$ cat src/rtl/hazard_ctrl_sb_if.sv
// hazard_ctrl_sb_if: datapath-side hazard signals between the pipeline and the hazard unit
interface hazard_ctrl_sb_if #(parameter int REG_AW = 5, parameter int CNT_W = 16);
  logic [REG_AW-1:0] rsD, rtD, rsE, rtE, writeregE, writeregM, writeregW;
  logic regwriteE, regwriteM, regwriteW, memtoregE, memtoregM;
  logic branchD, mdstartE, memaccessM, dmem_ready;
  logic [1:0] forwardAE, forwardBE;
  logic forwardAD, forwardBD;
  logic stallF, stallD, stallE, stallM, flushE, flushM, flushW;
  logic md_busy, md_done;
  logic [REG_AW-1:0] md_wreg;
  logic [CNT_W-1:0] stall_cycles;
  modport master (
    output rsD, rtD, rsE, rtE, writeregE, writeregM, writeregW,
           regwriteE, regwriteM, regwriteW, memtoregE, memtoregM,
           branchD, mdstartE, memaccessM, dmem_ready,
    input  forwardAE, forwardBE, forwardAD, forwardBD,
           stallF, stallD, stallE, stallM, flushE, flushM, flushW,
           md_busy, md_done, md_wreg, stall_cycles
  );
  modport slave (
    input  rsD, rtD, rsE, rtE, writeregE, writeregM, writeregW,
           regwriteE, regwriteM, regwriteW, memtoregE, memtoregM,
           branchD, mdstartE, memaccessM, dmem_ready,
    output forwardAE, forwardBE, forwardAD, forwardBD,
           stallF, stallD, stallE, stallM, flushE, flushM, flushW,
           md_busy, md_done, md_wreg, stall_cycles
  );
endinterface

$ cat src/rtl/hazard_ctrl_sb.sv
// hazard_ctrl_sb: forwarding, stall/flush control and mul/div scoreboard for a 5-stage pipeline
module hazard_ctrl_sb #(
  parameter int REG_AW = 5,
  parameter int NREG   = 32,
  parameter int MD_LAT = 4,
  parameter int CNT_W  = 16
) (
  input logic clk,
  input logic rst_n,
  hazard_ctrl_sb_if.slave h
);
  localparam int CW = $clog2(MD_LAT);
  typedef enum logic {IDLE, BUSY} st_t;
  st_t st;
  logic [CW-1:0] cnt;
  logic [NREG-1:0] pend, pend_n;
  logic [REG_AW-1:0] wreg;
  logic [CNT_W-1:0] sc;
  logic done, busy, fin, acc, lw, brs, sbs, mds, mem, hz;
  function automatic logic hit(logic [REG_AW-1:0] s, logic [REG_AW-1:0] d);
    return s != '0 && s == d;
  endfunction
  assign h.forwardAE = hit(h.rsE, h.writeregM) && h.regwriteM ? 2'b10 :
                       hit(h.rsE, h.writeregW) && h.regwriteW ? 2'b01 : 2'b00;
  assign h.forwardBE = hit(h.rtE, h.writeregM) && h.regwriteM ? 2'b10 :
                       hit(h.rtE, h.writeregW) && h.regwriteW ? 2'b01 : 2'b00;
  assign h.forwardAD = hit(h.rsD, h.writeregM) && h.regwriteM;
  assign h.forwardBD = hit(h.rtD, h.writeregM) && h.regwriteM;
  assign busy = st == BUSY;
  assign lw   = h.memtoregE && (hit(h.rsD, h.writeregE) || hit(h.rtD, h.writeregE));
  assign brs  = h.branchD && ((h.regwriteE && (hit(h.rsD, h.writeregE) || hit(h.rtD, h.writeregE))) ||
                              (h.memtoregM && (hit(h.rsD, h.writeregM) || hit(h.rtD, h.writeregM))));
  assign sbs  = pend[h.rsD] || pend[h.rtD] ||
                (h.mdstartE && (hit(h.rsD, h.writeregE) || hit(h.rtD, h.writeregE)));
  assign mds  = h.mdstartE && busy && cnt != '0;
  assign mem  = h.memaccessM && !h.dmem_ready;
  assign hz   = lw || brs || sbs;
  assign fin  = busy && cnt == '0;
  assign acc  = h.mdstartE && !mem && !mds;
  assign h.stallF = mem || mds || hz;
  assign h.stallD = mem || mds || hz;
  assign h.stallE = mem || mds;
  assign h.stallM = mem;
  assign h.flushW = mem;
  assign h.flushM = !mem && mds;
  assign h.flushE = !mem && !mds && hz;
  // retire the finishing op before the new accept so a same-register reissue stays pending
  assign pend_n = (pend & ~(fin ? NREG'(1) << wreg : '0)) |
                  (acc && h.writeregE != '0 ? NREG'(1) << h.writeregE : '0);
  assign h.md_busy = busy;
  assign h.md_done = done;
  assign h.md_wreg = wreg;
  assign h.stall_cycles = sc;
  always_ff @(posedge clk or negedge rst_n) begin
    if (!rst_n) begin
      st   <= IDLE;
      cnt  <= '0;
      pend <= '0;
      wreg <= '0;
      done <= 1'b0;
      sc   <= '0;
    end else begin
      pend <= pend_n;
      done <= fin;
      sc   <= h.stallF && !(&sc) ? sc + 1'b1 : sc;
      if (acc) begin
        st   <= BUSY;
        cnt  <= CW'(MD_LAT - 1);
        wreg <= h.writeregE;
      end else if (fin) st <= IDLE;
      else if (busy) cnt <= cnt - 1'b1;
    end
  end
endmodule

$ cat src/flat_wrapper.sv
// flat-port wrapper written by rule: the top's interface ports become plain ports
module hazard_ctrl_sb_flat 
#(
  parameter int REG_AW = 5,
  parameter int NREG   = 32,
  parameter int MD_LAT = 4,
  parameter int CNT_W  = 16
)
  (clk, rst_n, h_rsD, h_rtD, h_rsE, h_rtE, h_writeregE, h_writeregM, h_writeregW, h_regwriteE, h_regwriteM, h_regwriteW, h_memtoregE, h_memtoregM, h_branchD, h_mdstartE, h_memaccessM, h_dmem_ready, h_forwardAE, h_forwardBE, h_forwardAD, h_forwardBD, h_stallF, h_stallD, h_stallE, h_stallM, h_flushE, h_flushM, h_flushW, h_md_busy, h_md_done, h_md_wreg, h_stall_cycles);
  hazard_ctrl_sb_if #(.REG_AW(REG_AW), .CNT_W(CNT_W)) h_i ();
  input logic clk;
  input logic rst_n;
  input wire logic [$bits(h_i.rsD)-1:0] h_rsD;
  input wire logic [$bits(h_i.rtD)-1:0] h_rtD;
  input wire logic [$bits(h_i.rsE)-1:0] h_rsE;
  input wire logic [$bits(h_i.rtE)-1:0] h_rtE;
  input wire logic [$bits(h_i.writeregE)-1:0] h_writeregE;
  input wire logic [$bits(h_i.writeregM)-1:0] h_writeregM;
  input wire logic [$bits(h_i.writeregW)-1:0] h_writeregW;
  input wire logic [$bits(h_i.regwriteE)-1:0] h_regwriteE;
  input wire logic [$bits(h_i.regwriteM)-1:0] h_regwriteM;
  input wire logic [$bits(h_i.regwriteW)-1:0] h_regwriteW;
  input wire logic [$bits(h_i.memtoregE)-1:0] h_memtoregE;
  input wire logic [$bits(h_i.memtoregM)-1:0] h_memtoregM;
  input wire logic [$bits(h_i.branchD)-1:0] h_branchD;
  input wire logic [$bits(h_i.mdstartE)-1:0] h_mdstartE;
  input wire logic [$bits(h_i.memaccessM)-1:0] h_memaccessM;
  input wire logic [$bits(h_i.dmem_ready)-1:0] h_dmem_ready;
  output wire logic [$bits(h_i.forwardAE)-1:0] h_forwardAE;
  output wire logic [$bits(h_i.forwardBE)-1:0] h_forwardBE;
  output wire logic [$bits(h_i.forwardAD)-1:0] h_forwardAD;
  output wire logic [$bits(h_i.forwardBD)-1:0] h_forwardBD;
  output wire logic [$bits(h_i.stallF)-1:0] h_stallF;
  output wire logic [$bits(h_i.stallD)-1:0] h_stallD;
  output wire logic [$bits(h_i.stallE)-1:0] h_stallE;
  output wire logic [$bits(h_i.stallM)-1:0] h_stallM;
  output wire logic [$bits(h_i.flushE)-1:0] h_flushE;
  output wire logic [$bits(h_i.flushM)-1:0] h_flushM;
  output wire logic [$bits(h_i.flushW)-1:0] h_flushW;
  output wire logic [$bits(h_i.md_busy)-1:0] h_md_busy;
  output wire logic [$bits(h_i.md_done)-1:0] h_md_done;
  output wire logic [$bits(h_i.md_wreg)-1:0] h_md_wreg;
  output wire logic [$bits(h_i.stall_cycles)-1:0] h_stall_cycles;
  assign h_i.rsD = h_rsD;
  assign h_i.rtD = h_rtD;
  assign h_i.rsE = h_rsE;
  assign h_i.rtE = h_rtE;
  assign h_i.writeregE = h_writeregE;
  assign h_i.writeregM = h_writeregM;
  assign h_i.writeregW = h_writeregW;
  assign h_i.regwriteE = h_regwriteE;
  assign h_i.regwriteM = h_regwriteM;
  assign h_i.regwriteW = h_regwriteW;
  assign h_i.memtoregE = h_memtoregE;
  assign h_i.memtoregM = h_memtoregM;
  assign h_i.branchD = h_branchD;
  assign h_i.mdstartE = h_mdstartE;
  assign h_i.memaccessM = h_memaccessM;
  assign h_i.dmem_ready = h_dmem_ready;
  assign h_forwardAE = h_i.forwardAE;
  assign h_forwardBE = h_i.forwardBE;
  assign h_forwardAD = h_i.forwardAD;
  assign h_forwardBD = h_i.forwardBD;
  assign h_stallF = h_i.stallF;
  assign h_stallD = h_i.stallD;
  assign h_stallE = h_i.stallE;
  assign h_stallM = h_i.stallM;
  assign h_flushE = h_i.flushE;
  assign h_flushM = h_i.flushM;
  assign h_flushW = h_i.flushW;
  assign h_md_busy = h_i.md_busy;
  assign h_md_done = h_i.md_done;
  assign h_md_wreg = h_i.md_wreg;
  assign h_stall_cycles = h_i.stall_cycles;
  hazard_ctrl_sb #(.REG_AW(REG_AW), .NREG(NREG), .MD_LAT(MD_LAT), .CNT_W(CNT_W)) u_core (.clk(clk), .rst_n(rst_n), .h(h_i));
endmodule
$ cat config.mk
export PLATFORM = sky130hd
export DESIGN_NAME = hazard_ctrl_sb_flat
export DESIGN_NICKNAME = d
export VERILOG_FILES = /design/src/rtl/hazard_ctrl_sb_if.sv /design/src/rtl/hazard_ctrl_sb.sv /design/src/flat_wrapper.sv
export SDC_FILE = /design/constraint.sdc
export NUM_CORES = 1
export LEC_CHECK = 0
export ABC_AREA = 1
export BUFFER_PORTS_ARGS = -buffer_cell sky130_fd_sc_hd__clkbuf_2
export CAP_MARGIN = 30
export CORE_AREA = 2 2 115 117
export DETAILED_ROUTE_END_ITERATION = 16
export DIE_AREA = 0 0 117 119
export GPL_TIMING_DRIVEN = 0
export SLEW_MARGIN = 30
export SYNTH_ARGS = -nofsm -noshare
export SYNTH_HDL_FRONTEND = slang
export SYNTH_SLANG_ARGS = --single-unit
$ cat constraint.sdc
create_clock -name clk -period 2.4 [get_ports clk]
set_clock_uncertainty 0.15 [all_clocks]
set_input_delay 0.24 -clock clk [delete_from_list [all_inputs] [get_ports clk]]
set_output_delay 0.24 -clock clk [all_outputs]
set_load 0.005 [all_outputs]
==> results.yml, run 1 <==
synth:
  synth_cells: 637
  synth_sequential_area_ratio_pct: 32.8
  largest_family_of_logic_cells_by_synthesized_area: "simple AND/OR/NAND/NOR gates"
  synth_ff_type: "sky130_fd_sc_hd__dfrtp_1"
  synth.ff_latch_count: 57
  yosys.cell_types.count: 39
  synth_fp_nets: 685
  synth_async_sr_flop_share_pct: 100
  muxShareOfSynthArea_pct: 0
  netlist_area_before_placement_sq_um: 4350
  synth_edf_count: 0
  synth_xor_area_share_pct: 6.85
  leading_post_synthesis_cells_by_instance_count: "191 x sky130_fd_sc_hd__nand2_1, 72 x sky130_fd_sc_hd__inv_1, 69 x sky130_fd_sc_hd__nand3_1"
  yosys.area.top_type: "sky130_fd_sc_hd__dfrtp_1"
  ys_top_cells_by_area: "sky130_fd_sc_hd__dfrtp_1 33%, sky130_fd_sc_hd__nand2_1 16%, sky130_fd_sc_hd__nand3_1 7.9%"
  synth_largest_type_area_fraction_pct: 32.8
  avgSynthCellArea_sq_um: 6.82
  synth-compound-area-share_pct: 14.1
  synthAdderAreaFrac_pct: 0.576
  synth.yosys.warnings: 0
  post_synth_and_or_nand_nor_area_fraction_pct: 34.1
  synthMostInstantiatedCell: "sky130_fd_sc_hd__nand2_1"
die:
  rows: 42
  fp.dieH_um: 119
  initial_core_util_pct: 33.8
  overall_die_area_sq_um: 13900
  design.core.area_sq_um: 12900
  count_of_boundary_i_o_pins: 82
  die-width_um: 117
sta:
  rsz_0062_raised_after_global_routing: "false"
  setup_viol: 0
  post-route-period-util_pct: 93.9
  max_clock_freq_mhz: 444
  final-hold-violation-count: 0
  finalHoldWorstSlack_ns: 0.109
  final_max_slew_viol_count: 0
  final.min_clock_period_ns: 2.25
  worst_slew_pin_slew_ns: 0.695
  timing.max_slew.rel_slack_pct: 53.3
setup_path:
  crit_type: "reg2out"
  critical_path.max_fanout: 7
  required_ns: 2.01
  rr_endpoint: "u_core.pend[10]$_DFF_PN0_"
  r2r_slack_ns: 0.18
  register_to_register_path_depth: 11
  end_kind: "output pin"
  cp.arrival_ns: 1.86
  crit_path_start_kind: "flop"
  rr_startpoint: "u_core.cnt[0]$_DFFE_PN0P_"
clock_tree:
  cts_htree_levels: 3
  clock_tree.root_cell: "sky130_fd_sc_hd__clkbuf_16"
  cts_buffer_depth: 2
  register_clock_pin_slew_on_the_reported_worst_setup_and_hold_paths_ns: 0.05
  cts_tree: "done"
  number_of_buffers_created_by_cts: 9
  cts_sinks: 57
  clk_latency_ns: 0.33
grt:
  overflow_left_after_global_routing: 0
  antenna_found_initial: 0
  grt_pass1_wl_um: 22300
  grtUsageTotal_pct: 20.2
  via_count_of_the_first_global_routing_pass: 4501
  grt_start_max_net_pins: 35
drt:
  drt_first_pass_iters: 5
  via_count: 4675
  drt.antenna.violating_nets: 0
  drt-wirelength-per-cell_um: 15.3
  drc_errors: 0
  vias_per_cell: 5.15
  drt_wl_total_um: 13900
  drt_first_iter_violations: 372
place:
  routabilityCongestion: 0.933
  port_buffers: 71
  detailedPlacementHpwl_um: 10700
pwr:
  p_per_area_nw_per_um2: 841
  static_leakage_nw: 2.65
  finalPower_mw: 4.51
  max-vdd-ir-drop_mv: 0.519
run_status:
  run_status: "finished, final reports clean"
cells_and_area:
  drive_above_1_share_pct: 19.0
  area_growth_pct: 23.3
  final_core_utilization_pct: 41.6
  nets: 774
  num_antenna_cells: 0
hold_path:
  min_from: "h_writeregE[2]"
  min_path_type: "in2reg"
  hold_end: "u_core.h.md_wreg[2]$_DFFE_PN0P_"
  worstHoldPathCells: 3
job:
  maxCapViolCount: 0
-- layout by cell type (no fill, tap or decap), types with 10 or more instances in the layout --
cell | netlist | layout
sky130_fd_sc_hd__buf_4 | 5 | 11
sky130_fd_sc_hd__clkbuf_1 | 8 | 10
sky130_fd_sc_hd__clkbuf_2 | 1 | 70
sky130_fd_sc_hd__dfrtp_1 | 57 | 56
sky130_fd_sc_hd__inv_1 | 72 | 72
sky130_fd_sc_hd__nand2_1 | 191 | 188
sky130_fd_sc_hd__nand3_1 | 69 | 69
sky130_fd_sc_hd__nand4_1 | 12 | 12
sky130_fd_sc_hd__nor2_1 | 38 | 38
sky130_fd_sc_hd__nor3_1 | 12 | 12
sky130_fd_sc_hd__o21ai_0 | 48 | 48
sky130_fd_sc_hd__o31ai_1 | 13 | 13
sky130_fd_sc_hd__xnor2_1 | 16 | 16
sky130_fd_sc_hd__xor2_1 | 18 | 18
-- critical path, cell delays in order (launching register included) --
cell and delay, ns:
sky130_fd_sc_hd__dfrtp_1 0.40, sky130_fd_sc_hd__nand2_1 0.07, sky130_fd_sc_hd__nand3_1 0.08, sky130_fd_sc_hd__nand3_1 0.13
sky130_fd_sc_hd__o211ai_1 0.10, sky130_fd_sc_hd__nand2_1 0.09, sky130_fd_sc_hd__nand3_1 0.12, sky130_fd_sc_hd__nor2_4 0.17
sky130_fd_sc_hd__nand3_4 0.11, sky130_fd_sc_hd__buf_8 0.15, sky130_fd_sc_hd__buf_6 0.11
-- where the power goes --
part	internal (mW)	switching, mW	total (mW)
Combinational	0.637	0.990	1.63
Clock	0.827	0.422	1.25
Sequential	1.29	0.338	1.63
-- layer usage --
metal,up-vias,routed length (um),part of all wire [%],GRT usage [%]
met5,-,0,0,0
met4,0,207,1.5,5.88
met3,22,714,5.1,2.90
met2,171,6690,48,34.7
met1,2203,6310,45,26.2
li1,2279,-,-,-
-- worst max-delay path by stage --
stage / end / slack (ns) / from / cells after the start
after floorplan: u_core.h.stall_cycles[11]$_DFFE_PN0P_ / 0.42 / u_core.h.stall_cycles[0]$_DFFE_PN0P_ / 9
after global placement: u_core.h.stall_cycles[4]$_DFFE_PN0P_ / 0.02 / u_core.h.stall_cycles[0]$_DFFE_PN0P_ / 9
after detailed placement: u_core.pend[7]$_DFF_PN0_ / -0.03 / u_core.cnt[0]$_DFFE_PN0P_ / 11
after CTS: h_stallF / 0.01 / u_core.pend[14]$_DFF_PN0_ / 15
after global routing: u_core.h.stall_cycles[14]$_DFFE_PN0P_ / 0.03 / u_core.h.stall_cycles[0]$_DFFE_PN0P_ / 9
final: h_stallF / 0.15 / u_core.pend[13]$_DFF_PN0_ / 10
-- kinds of logic (layout without fill, tap and decap cells) --
group | after synthesis | count (layout)
AOI/OAI and AO/OA | 97 | 97
xor gates and xnor gates | 34 | 34
adders and majority gates | 2 | 2
buffers and inverters | 110 | 204
DFF | 57 | 57
and+or+nand+nor | 337 | 337
-- flip-flops by register name, indices dropped and copies added, names as in the netlist --
register and cells:
u_core.h.md_busy 1, u_core.h.md_wreg 5, u_core.cnt 2, u_core.h.stall_cycles 16, u_core.h.md_done 1, u_core.pend 32
-- per-stage QoR --
step	instances	TNS (ns)	instance area, sq um	worst slack [ns]
after floorplan	637	0	4350	0.418
after global placement	884	0	4920	0.0217
after detailed placement	885	-0.0307	4940	-0.0307
after CTS	903	0	5270	0.0136
after global routing	907	0	5360	0.0257
final	907	0	5360	0.145
-- repair_timing --
item                                    CTS  global route
hold buffers                              1             0
endpoints found under the setup margin    3            31
pin swaps                                 0             5
gates resized for setup                   3            17
hold endpoints to repair                 23             0
setup buffers                             1             5
-- final cells by class --
cell class	count	area, sq um
fill	1360	7520
multi-input combinational	470	2470
sequential	57	1430
timing repair buffer	79	439
inverter	79	297
clock buffer	13	250
tap	176	220
buffer	30	215
clock inverter	3	40.0
Power figures use the tool's default switching activity.
==> run 2: changes to the inputs <==
--- a/config.mk
+++ b/config.mk
@@ -12,7 +12,10 @@
 export DETAILED_ROUTE_END_ITERATION = 16
 export DIE_AREA = 0 0 117 119
 export GPL_TIMING_DRIVEN = 0
+export MAX_ROUTING_LAYER = met4
+export PLACE_DENSITY_LB_ADDON = 0.25
 export SLEW_MARGIN = 30
 export SYNTH_ARGS = -nofsm -noshare
 export SYNTH_HDL_FRONTEND = slang
 export SYNTH_SLANG_ARGS = --single-unit
+export TNS_END_PERCENT = 20
==> results.yml, run 2 (same netlist as run 1, synthesis figures left out) <==
run_status:
  run_status: "finished, final reports clean"
clock_tree:
  clk_latency_ns: 0.33
  cts_buffer_depth: 2
  cts_sinks: 57
  number_of_buffers_created_by_cts: 9
  clock_tree.root_cell: "sky130_fd_sc_hd__clkbuf_16"
  cts_tree: "done"
  cts_htree_levels: 3
  register_clock_pin_slew_on_the_reported_worst_setup_and_hold_paths_ns: 0.05
grt:
  groute.layer.met2.usage_pct: 33.9
  top_usage_layer_grt: "met2"
  grt.met1_usage_pct: 27.3
  overflow_left_after_global_routing: 0
  via_count_of_the_first_global_routing_pass: 4516
  grt_pass1_wl_um: 22600
  grt_start_max_net_pins: 36
  grt_use_met3_pct: 3.92
  grtUsageTotal_pct: 21.3
  antenna_found_initial: 0
pwr:
  max-vdd-ir-drop_mv: 0.557
  switching_share_pct: 37.7
  static_leakage_nw: 2.68
  p_seq_share_pct: 34.5
  internal_power_mw: 2.94
  p_per_area_nw_per_um2: 875
  power.switching_mw: 1.78
  pwr-share-clk_pct: 31.0
  p_comb_share_pct: 34.6
  finalPower_mw: 4.73
cells_and_area:
  mostFrequentLayoutCells: "189 x sky130_fd_sc_hd__nand2_1, 72 x sky130_fd_sc_hd__inv_1, 70 x sky130_fd_sc_hd__clkbuf_2, 69 x sky130_fd_sc_hd__nand3_1, 56 x sky130_fd_sc_hd__dfrtp_1"
  final_core_utilization_pct: 42.0
  finalNonFillerCells: 909
  most_common_cell_after_layout_fill_and_taps_aside: "sky130_fd_sc_hd__nand2_1"
  flip_flop_count_of_the_largest_register_all_copies_and_words_added: 32
  num_antenna_cells: 0
  drive_above_1_share_pct: 18.8
  final_instance_area_sq_um: 5400
  area_growth_pct: 24.3
  nets: 776
  fillerInstances: 1355
  largest_register: "u_core.pend"
drt:
  drt_first_pass_iters: 5
  via_count: 4684
  drt_first_iter_violations: 460
  vias_per_cell: 5.15
  drt.antenna.violating_nets: 0
  drt_wl_total_um: 14300
  drt-wirelength-per-cell_um: 15.7
  drc_errors: 0
setup_path:
  crit_type: "reg2out"
  required_ns: 2.01
  cp.arrival_ns: 1.94
  critical_path.max_fanout: 5
  crit_path_start_kind: "flop"
  end_kind: "output pin"
job:
  maxCapViolCount: 0
sta:
  final.min_clock_period_ns: 2.33
  post-route-period-util_pct: 97.2
  setup_viol: 0
  setup_total_negative_slack_ns: 0
  max_clock_freq_mhz: 428
  worst_slew_pin_slew_ns: 0.691
  final-hold-violation-count: 0
  final_max_slew_viol_count: 0
  timing.max_slew.rel_slack_pct: 53.5
  rsz_0062_raised_after_global_routing: "true"
die:
  die-width_um: 117
  count_of_boundary_i_o_pins: 82
  design.core.area_sq_um: 12900
  fp.dieH_um: 119
  overall_die_area_sq_um: 13900
  rows: 42
  initial_core_util_pct: 33.8
place:
  detailed_place.area_sq_um: 4940
  routabilityCongestion: 0.958
  port_buffers: 71
  detailedPlacementHpwl_um: 10800
  placed_cells_incl_taps: 885
hold_path:
  min_path_type: "in2reg"
==> run 2: cell type report <==
class	count	area [sq um]	area share [%]
Multi-Input combinational cell	470	2430	45.0
Tap cell	176	220	4.08
Clock buffer	11	233	4.31
Sequential cell	57	1430	26.4
Buffer	31	224	4.15
Inverter	79	297	5.49
Timing Repair Buffer	80	464	8.59
Clock inverter	5	104	1.92
==> run 2: path summary, 6_finish.rpt <==
check	start	to	slack, ns	cells past startpoint
setup / recovery	u_core.pend[12]$_DFF_PN0_	h_stallF	0.07	15
hold / removal	h_writeregE[2]	u_core.h.md_wreg[2]$_DFFE_PN0P_	0.11	3
setup reg to reg	u_core.cnt[0]$_DFFE_PN0P_	u_core.pend[25]$_DFF_PN0_	0.18	11
hold reg to reg	u_core.h.stall_cycles[4]$_DFFE_PN0P_	u_core.h.stall_cycles[4]$_DFFE_PN0P_	0.36	2
max in group asynchronous	rst_n	u_core.h.stall_cycles[0]$_DFFE_PN0P_	1.36	3
min in group asynchronous	rst_n	u_core.pend[30]$_DFF_PN0_	0.23	2
==> run 2: repair_timing <==
item / 4_1_cts / 5_1_grt
setup endpoints to repair: 3 / 31
cloned: 0 / 1
resized for setup: 3 / 10
pin swaps: 1 / 5
hold endpoints to repair: 22 / 0
hold buffers: 1 / 0
buffers inserted: 1 / 5
==> run 2: per-layer routing <==
| metal | wire length, um | share of wire, % |
|---|---|---|
| met1 | 6370 | 45 |
| met2 | 6750 | 47 |
| met3 | 840 | 5.9 |
| met4 | 316 | 2.2 |
| met5 | 0 | 0 |
==> run 2: through the flow <==
stage	worst slack [ns]	hold slack (ns)
after floorplan	0.418	-0.206
after global placement	0.0347	0.328
after detailed placement	0.0157	0.0520
after CTS	0.0130	0.0950
after global routing	-0.0625	0.135
final	0.0662	0.114
==> run 2: critical path, cell delays in order, from the launching register on <==
cell                      delay (ns)
sky130_fd_sc_hd__dfrtp_1        0.42
sky130_fd_sc_hd__inv_1          0.07
sky130_fd_sc_hd__nand2_1        0.04
sky130_fd_sc_hd__nand3_1        0.08
sky130_fd_sc_hd__nand2_1        0.06
sky130_fd_sc_hd__nand2_1        0.09
sky130_fd_sc_hd__nand2_1        0.07
sky130_fd_sc_hd__nand2_1        0.06
sky130_fd_sc_hd__nand2_1        0.05
sky130_fd_sc_hd__inv_1          0.06
sky130_fd_sc_hd__nand2_2        0.06
sky130_fd_sc_hd__nor2_4         0.12
sky130_fd_sc_hd__nand3_4        0.10
sky130_fd_sc_hd__buf_8          0.14
sky130_fd_sc_hd__buf_6          0.10
sky130_fd_sc_hd__buf_6          0.10
==> run 2: power by group through the flow <==
stage / Sequential (mW) / Clock [mW] / Combinational [mW]
after floorplan: 1.52 / 0 / 1.05
after global placement: 1.62 / 0 / 1.50
after detailed placement: 1.63 / 0 / 1.54
after CTS: 1.62 / 1.49 / 1.57
after global routing: 1.68 / 1.53 / 1.84
final: 1.63 / 1.46 / 1.63
